==> config.mk <==
export PLATFORM = sky130hd
export DESIGN_NAME = sync_fifo_param
export DESIGN_NICKNAME = d
export VERILOG_FILES = /design/src/rtl/sync_fifo_param.sv
export SDC_FILE = /design/constraint.sdc
export NUM_CORES = 1
export LEC_CHECK = 0
export ABC_AREA = 1
export CAP_MARGIN = 40
export CORE_ASPECT_RATIO = 0.8
export CORE_MARGIN = 4
export CORE_UTILIZATION = 50
export DETAILED_ROUTE_END_ITERATION = 10
export PLACE_DENSITY = 0.75
export SETUP_SLACK_MARGIN = 0.5
export SKIP_LAST_GASP = 1
export SLEW_MARGIN = 20
export SYNTH_ARGS = -nofsm -noshare
export SYNTH_HDL_FRONTEND = slang
export SYNTH_SLANG_ARGS = --single-unit
==> constraint.sdc <==
create_clock -name clk -period 6 [get_ports clk]
set_clock_uncertainty 0.1 [all_clocks]
set_input_delay 0.9 -clock clk [delete_from_list [all_inputs] [get_ports clk]]
set_output_delay 0.9 -clock clk [all_outputs]
set_load 0.03 [all_outputs]
==> src/rtl/sync_fifo_param.sv <==
// Parametrised single-clock FIFO with occupancy count, programmable almost flags,
// synchronous flush and sticky overflow/underflow error flags.
module sync_fifo_param #(
   parameter int WIDTH    = 8,
   parameter int DEPTH    = 16,
   parameter int AF_LEVEL = 14,
   parameter int AE_LEVEL = 2
) (
   input  logic                     clk,
   input  logic                     rst,
   input  logic                     flush,
   input  logic                     wr,
   input  logic [WIDTH-1:0]         din,
   input  logic                     rd,
   output logic [WIDTH-1:0]         dout,
   output logic                     dout_valid,
   output logic                     full,
   output logic                     empty,
   output logic                     almost_full,
   output logic                     almost_empty,
   output logic [$clog2(DEPTH):0]   count,
   output logic                     overflow,
   output logic                     underflow
);

   localparam int AW = $clog2(DEPTH);
   localparam int CW = AW + 1;

   logic [WIDTH-1:0] mem_q [DEPTH];

   logic [AW-1:0]    wptr_q, wptr_d;
   logic [AW-1:0]    rptr_q, rptr_d;
   logic [CW-1:0]    count_q, count_d;
   logic [WIDTH-1:0] dout_q, dout_d;
   logic             dout_valid_q, dout_valid_d;
   logic             overflow_q, overflow_d;
   logic             underflow_q, underflow_d;

   logic wr_ok;
   logic rd_ok;
   logic mem_we;

   // Status flags decode the registered count only, so they never glitch on inputs.
   assign full         = (count_q == CW'(DEPTH));
   assign empty        = (count_q == '0);
   assign almost_full  = (count_q >= CW'(AF_LEVEL));
   assign almost_empty = (count_q <= CW'(AE_LEVEL));

   assign wr_ok  = wr & ~full  & ~flush;
   assign rd_ok  = rd & ~empty & ~flush;
   assign mem_we = wr_ok & ~rst;

   always_comb begin
      // NOTE: every signal gets a default first so no path leaves it unassigned (no latch).
      wptr_d       = wptr_q;
      rptr_d       = rptr_q;
      count_d      = count_q;
      dout_d       = dout_q;
      dout_valid_d = 1'b0;
      overflow_d   = overflow_q;
      underflow_d  = underflow_q;

      if (flush) begin
         wptr_d  = '0;
         rptr_d  = '0;
         count_d = '0;
      end else begin
         if (wr_ok) wptr_d = wptr_q + AW'(1);
         if (rd_ok) begin
            rptr_d       = rptr_q + AW'(1);
            dout_d       = mem_q[rptr_q];
            dout_valid_d = 1'b1;
         end
         unique case ({wr_ok, rd_ok})
            2'b10:   count_d = count_q + CW'(1);
            2'b01:   count_d = count_q - CW'(1);
            default: count_d = count_q;
         endcase
         if (wr & full)  overflow_d  = 1'b1;
         if (rd & empty) underflow_d = 1'b1;
      end
   end

   // NOTE: sequential state uses non-blocking assignments so all flops update together.
   always_ff @(posedge clk) begin
      if (rst) begin
         wptr_q       <= '0;
         rptr_q       <= '0;
         count_q      <= '0;
         dout_q       <= '0;
         dout_valid_q <= 1'b0;
         overflow_q   <= 1'b0;
         underflow_q  <= 1'b0;
      end else begin
         wptr_q       <= wptr_d;
         rptr_q       <= rptr_d;
         count_q      <= count_d;
         dout_q       <= dout_d;
         dout_valid_q <= dout_valid_d;
         overflow_q   <= overflow_d;
         underflow_q  <= underflow_d;
      end
   end

   // NOTE: storage has no reset; stale words are unreachable because pointers and count are cleared.
   always_ff @(posedge clk) begin
      if (mem_we) mem_q[wptr_q] <= din;
   end

   assign dout       = dout_q;
   assign dout_valid = dout_valid_q;
   assign count      = count_q;
   assign overflow   = overflow_q;
   assign underflow  = underflow_q;

endmodule

==> results.txt, run 1 <==
- Result of the run: finished, final reports clean
- Of all nets on the critical path, the largest fanout is 22.
- The first global-routing pass estimated 23900 um of wire.
- Initial standard-cell utilization of the core: 51.5%
- The longest clock path from root to sink contains 2 buffers.
- Inserted Clock Buffers: 17
- Clock edge transition at the registers on the reported setup and hold paths: 0.06 ns
* Total placed cells including tap cells: roughly 860
* EDFF count, synth: 128
- In this run the static leakage power is 3.17 nW.
* Final critical path time including I/O delays and setup: 3.22 ns
- The first detailed-routing pass ran for 5 iterations.
* Remaining design rule violation count: 0
- Dividing the detail-routed via count by the number of cells gives 5.21.
- A synthesized cell averages about 9.8 um^2.
- Commonest cells in the synthesized netlist: nand2_1 (216), edfxtp_1 (128), nand3_1 (97), inv_1 (93), nor2_1 (41)
- Hold is met by 0.387 ns.
- The critical path is of the in -> reg type.
- STA puts the critical path data required time at 6.20 ns.
* Post-CTS setup buffer count: 0
- Cell Count, Final, Fillers Out: just under 900
* Die Outline Area: ~15000 um^2
- Top-count cell post-synth: nand2_1
- Fraction of synthesized cell area taken by the top area cell type: between 50% and 60%
- Count of max-cap constraint violations: 0
- For this run, the leading register cell type out of synthesis is edfxtp_1.
- During I/O placement, the number of pins put on the boundary was 33.
* Net count after synthesis: 704
- Final period util: 53.6%
- Cell Area, Synth: 6700 um^2
- Max-Slew Margin vs Limit: between 40 and 50%
- Initial antenna violation count: 0
* Core Rows: 37
- The filler cells instantiated in the layout total between 1000 and 1500.
- Hold repair after CTS inserted 0 buffers.
- After floorplanning, the core was sized to cover ~13000 um^2.
- Min-Delay Path Class: reg -> reg
- Summed over all layers, the routed wires come to between 10000 and 15000 um.
- During synthesis, Yosys emitted a total of 0 warnings.
* Post-detailed-placement half-perimeter wirelength: 9330 um
- Peak supply drop: approximately 0.4 mV
- Per-cell routed wire length: 16.6 um
* Sequence of cells on the critical path: clkdlybuf4s50_1 > inv_1 > nor2_1 > nand2_2 > inv_2 > ha_1 > inv_1 > fa_1 > inv_1 > nand2_1 > a21oi_1 > nor2_1 > nand2_1 > nand2_1 > nand2_1 > a21oi_1
- Power spread over the standard cell area amounts to around 320 nW/um^2.
* GR Util All Layers: 20.5%
- Proportion of layout cells with a drive suffix above 1: 6.11%
- Sum Neg Setup Slack: 0 ns
- Worst EP arrival: 3.42 ns
* Height of the die: 112 um
- The final hold violation count came to 0.
- Fin nets: 730
- Synthesis produced a netlist whose cell count is 681.
* Reg-to-reg slack, setup: 3.24 ns
- The number of different library cells used by synthesis comes to 26.
- Most common cell type on the critical path: nand2_1
* Part of the Yosys area used for sequential elements: 64.5%
- Worst Setup Start Kind: primary input
- The clock tree synthesis step divided the H-tree into 4 levels.
- The repair_antennas step left the layout with diodes totalling 0.
- Area overhead of the layout relative to synthesis: 15.2%
- Entering global routing, the biggest net connects 69 pins.
- Standard cell with the maximum stage delay on the critical path: clkdlybuf4s50_1
- Unrepaired setup endpoints after global routing: false
* Post-synth top area cell: edfxtp_1
- In the synthesized netlist the async set-or-reset flop fraction comes to 0%.
* Post-CTS Resized: 0
- Initial DRC Count: 503
* FF+latch area: about 4300 um^2
- For the pin with the worst max-slew slack, the measured transition is 0.813 ns.
* Global-route congestion overflow total: 0
* Final Power: around 0.0024 W
* Area of the multi-input gates: about 1800 um^2
- Timing-limited maximum frequency: just over 300 MHz
* Type of element capturing the critical path: flop
* Final count of pins violating max slew: 0
- Width of the die: 137 um
* Number of failing setup endpoints in the final timing report: 0
- Sorting the synthesized cells by area gives the leading types as edfxtp_1 (57%), nand2_1 (12%), nand3_1 (7.2%), dfxtp_1 (7.2%), inv_1 (5.2%).
- Clock tree synthesis found a total of 152 sinks.
- Routed via count: between 4000 and 5000
* Via count of the first global-routing pass: 4601
- Clock latency on the worst-skew pair, taken at its later pin, is 0.42 ns.
* GP Congestion: between 0.8 and 0.9
- Root buffer cell: clkbuf_16
- The synthesized design contains 152 register bits.
- CTS tree: yes
* Largest incremental delay on the critical path: 0.46 ns
- Number of nets still failing antenna checks after routing: 0
- Port Buffer Count: 32
## stage by stage
step	instance area (um^2)	setup WS, ns	utilization (%)
floorplan	6700	2.93	-
global placement	7070	2.53	54.3
detailed placement	7070	2.39	54.3
CTS	7710	2.81	59.3
global route	7720	2.49	59.3
finish	7720	2.78	59.3
## cell usage in the layout, fill, tap and decap left out, types with 2 or more instances in the layout
| cell type | Yosys | final |
|---|---|---|
| a21oi_1 | 15 | 15 |
| buf_4 | 5 | 3 |
| bufinv_16 | 0 | 5 |
| clkbuf_1 | 1 | 2 |
| clkbuf_16 | 0 | 17 |
| clkdlybuf4s50_1 | 0 | 32 |
| clkinv_2 | 0 | 2 |
| clkinvlp_4 | 0 | 4 |
| dfxtp_1 | 24 | 23 |
| edfxtp_1 | 128 | 128 |
| ha_1 | 9 | 9 |
| inv_1 | 93 | 93 |
| inv_2 | 5 | 5 |
| nand2_1 | 216 | 216 |
| nand2_2 | 3 | 3 |
| nand3_1 | 97 | 97 |
| nand4_1 | 2 | 2 |
| nor2_1 | 41 | 41 |
| o21ai_0 | 7 | 7 |
| xor2_1 | 4 | 4 |
## layout make-up
cell class                      count  area share [%]
Inverter                          100            4.89
Tap cell                          175            2.84
Timing Repair Buffer               35            4.44
Sequential cell                   152            56.0
Multi-Input combinational cell    401            23.4
Clock inverter                     12            2.58
Clock buffer                       20            5.79
## path summary, 6_finish.rpt
| path | depth (start not counted) | startpoint | to |
|---|---|---|---|
| worst min register to register | 2 | overflow$_SDFFE_PP0P_ | overflow$_SDFFE_PP0P_ |
| worst min-delay path | 2 | overflow$_SDFFE_PP0P_ | overflow$_SDFFE_PP0P_ |
| worst max register to register | 15 | count[4]$_SDFFE_PP0P_ | count[4]$_SDFFE_PP0P_ |
| worst max-delay path | 16 | rd | count[4]$_SDFFE_PP0P_ |
## per-layer routing
layer	vias up	share of wire [%]	global-route usage, %
met3	35	8.2	5.92
met5	-	0	0
met4	0	3.0	8.38
met2	167	48	32.0
met1	2196	41	26.9
li1	2261	-	-
## cell families after synthesis
| group | count (synthesis) | share of synthesized area [%] |
|---|---|---|
| AND/OR/NAND/NOR | 360 | 22.3 |
| adder cells (fa/ha/maj) | 10 | 1.98 |
| buffers and inverters | 128 | 8.46 |
| flip-flops | 152 | 64.5 |
| AO/OA/AOI/OAI | 26 | 2.07 |
| XOR/XNOR | 5 | 0.654 |
## report_power, final
group          internal (W)  leakage (nW)  switching (W)
Clock              0.000747         0.302       0.000412
Combinational     0.0000389          1.52      0.0000827
Sequential          0.00115          1.35     0.00000604
Total               0.00194          3.17       0.000501
## sequential cells by signal, summed over array words and instances, names as in the netlist
signal,count
wptr_q,4
overflow,1
count,5
mem_q,128
rptr_q,4
dout_valid,1
underflow,1
dout,8
## critical path: cells and delay by family
| family | cells | cell delay, ns |
|---|---|---|
| and+or+nand+nor | 7 | 0.57 |
| adders and majority gates | 2 | 0.77 |
| buffers and inverters | 5 | 0.93 |
| AOI/OAI and AO/OA | 2 | 0.23 |
(Power assumes the default switching activity.)
==> inputs of run 2 (changes only) <==
- PLACE_DENSITY: 0.75 -> 0.78
- clock period: 6 -> 2.7 ns (I/O delays scaled with it)
==> results.txt, run 2 (synthesis gave the netlist of run 1 again) <==
* Inserted Clock Buffers: 17
* Post-detailed-placement half-perimeter wirelength: 9550 um
- Pwr dens: roughly 650 nW/um^2
- Type of the setup path with the least slack: reg -> reg
- Clock edge transition at the registers on the reported setup and hold paths: 0.06 ns
* Proportion of layout cells with a drive suffix above 1: about an eighth
* Root buffer cell: clkbuf_16
* Fill cells: 1009
- Detailed routing inserted a total of slightly below 5000 vias.
* Type of element capturing the critical path: flop
* GR Util All Layers: about a fifth
- GP Congestion: 0.826
- Global routing finished with a remaining overflow of 0.
- Area of the core: approximately 13000 um^2
* Remaining design rule violation count: 0
* Number of flip-flops under the largest register name: approximately 130
* Buffer depth of the longest clock path: 2
- The via count of the first global-routing pass is 4682.
* Worst EP arrival: 2.46 ns
- The die is 137 um wide.
- Worst Setup Start Kind: flop
- After global routing, the most crowded layer is met2.
- Fin nets: 761
- Summed over all cells, the static leakage comes to 3.35 nW.
- Sum Neg Setup Slack: 0 ns
- For the worst-skew pair, the clock arrives at the later sink with an insertion delay of ~0.42 ns.
- Die Outline Area: 15300 um^2
* Min-Delay Path Class: in -> reg
- Reg with most FFs: mem_q
- Core Rows: 37
- Input and output buffers added on the ports amount to 32.
- The H-tree was split into 4 levels.
* Initial DRC Count: 579
- Number of antenna repair diodes: 0
* Final period util: 83.7%
- The first detailed-routing pass took 5 iterations.
* Met1 Use GR: 27.6%
* Unrepaired setup endpoints after global routing: true
- In this run the vertical extent of the chip is roughly 110 um.
- Number of failing setup endpoints in the final timing report: 0
* Area overhead of the layout relative to synthesis: 18.9%
- For this configuration, the core starts out at a cell density of 51.5%.
- Timing-limited maximum frequency: 443 MHz
- CTS tree: yes
- The number of hold buffers added after CTS was 0.
- Dividing the detail-routed via count by the number of cells gives 5.23.
- The final hold violation count came to 0.
- Worst-Margin Slew: 0.743 ns
- In this run the tightest slew margin relative to its limit is 50.3%.
- In the final routed layout, each cell accounts on average for about 17 um.
- The detail route stage leaves a number of antenna-violating nets equal to 0.
* Most common library cell in the layout ignoring fill and taps: nand2_1
* Reg-to-reg slack, setup: 0.44 ns
- Worst path required time: 2.90 ns
* Pin count of the biggest net entering global routing: 69
* Result of the run: finished, final reports clean
- The final count of pins violating max slew is 0.
* CTS sink cnt: 152
* Total routed wirelength: ~16000 um
- The design draws 0.00517 W.
- The first global-routing pass estimated 24200 um of wire.
- Top-level port count: 33
- Count of max-cap constraint violations: 0
- Final critical path time including I/O delays and setup: 2.26 ns
- Global routing consumed, on the met3 layer, 6.05% of the routing resources.
* Peak supply drop: 0.450 mV
- Initial antenna violation count: 0
- Top library cells by usage in the layout, fill and taps aside: nand2_1 (213), edfxtp_1 (128), nand3_1 (97)
- Of all nets on the critical path, the largest fanout is 5.
* Met2 usage in global routing: 32.9%
[run 2: cell count changes in the layout (fill, tap and decap cells not counted), moves of 4 or more]
cell	previous run	this run
bufinv_16	5	0
inv_1	93	89
dfxtp_4	0	5
dlygate4sd2_1	0	4
inv_4	1	5
dfxtp_1	23	18
inv_6	0	5
clkdlybuf4s50_1	32	26
buf_4	3	34
[run 2: area by class of cell]
cell class              count  area, um^2  area share [%]
flip-flops and latches    152        4340            54.5
multi-input cells         401        1860            23.4
repair buffers             66         576            7.23
clock buffers              19         475            5.97
inverters                 100         383            4.81
well taps                 175         219            2.75
clock inverters            13         106            1.34
[run 2: routing by layer]
metal / share of wire, % / wire length (um)
met5: 0 / 0
met2: 49 / 7520
met4: 2.4 / 365
met3: 7.2 / 1110
met1: 42 / 6510
[run 2: report_power, final]
part	internal (W)	leakage, nW	total [W]	switching [W]
registers	0.00256	1.35	0.00257	0.0000146
logic	0.000106	1.71	0.000299	0.000193
clock network	0.00131	0.288	0.00230	0.000992
[run 2: worst max-delay path, stage by stage, from the launching register on]
cell and delay (ns):
dfxtp_4 0.38, inv_4 0.05, nand4_1 0.14, nand2_2 0.11, inv_2 0.09, ha_4 0.19, inv_2 0.05, fa_2 0.38
inv_2 0.07, nand2_2 0.05, a21oi_2 0.20, nor2_2 0.08, nand2_2 0.08, nand2_2 0.05, nand2_1 0.06, a21oi_1 0.06
[run 2: path summary, 6_finish.rpt]
check | startpoint | endpoint | cells past startpoint
worst max-delay path | count[0]$_SDFFE_PP0P_ | count[4]$_SDFFE_PP0P_ | 15
worst min-delay path | flush | dout_valid$_SDFF_PP0_ | 4
worst max register to register | count[0]$_SDFFE_PP0P_ | count[4]$_SDFFE_PP0P_ | 15
worst min register to register | overflow$_SDFFE_PP0P_ | overflow$_SDFFE_PP0P_ | 2
[run 2: metrics by stage]
step	instance area, um^2	setup WS, ns	std cells	utilization [%]	hold slack [ns]
6_report	7970	0.440	926	61.2	0.306
5_1_grt	7970	0.355	926	61.2	0.313
4_1_cts	7850	0.515	916	60.3	0.391
3_5_place_dp	7260	0.000865	883	55.8	0.373
3_3_place_gp	7260	0.111	883	55.8	0.356
2_1_floorplan	6740	0.526	681	-	0.372
[run 2: repair_timing]
| item | in CTS | in global routing |
|---|---|---|
| setup buffers | 1 | 10 |
| gates resized for setup | 7 | 16 |
| pin swaps | 1 | 10 |
| endpoints found under the setup margin | 5 | 2 |
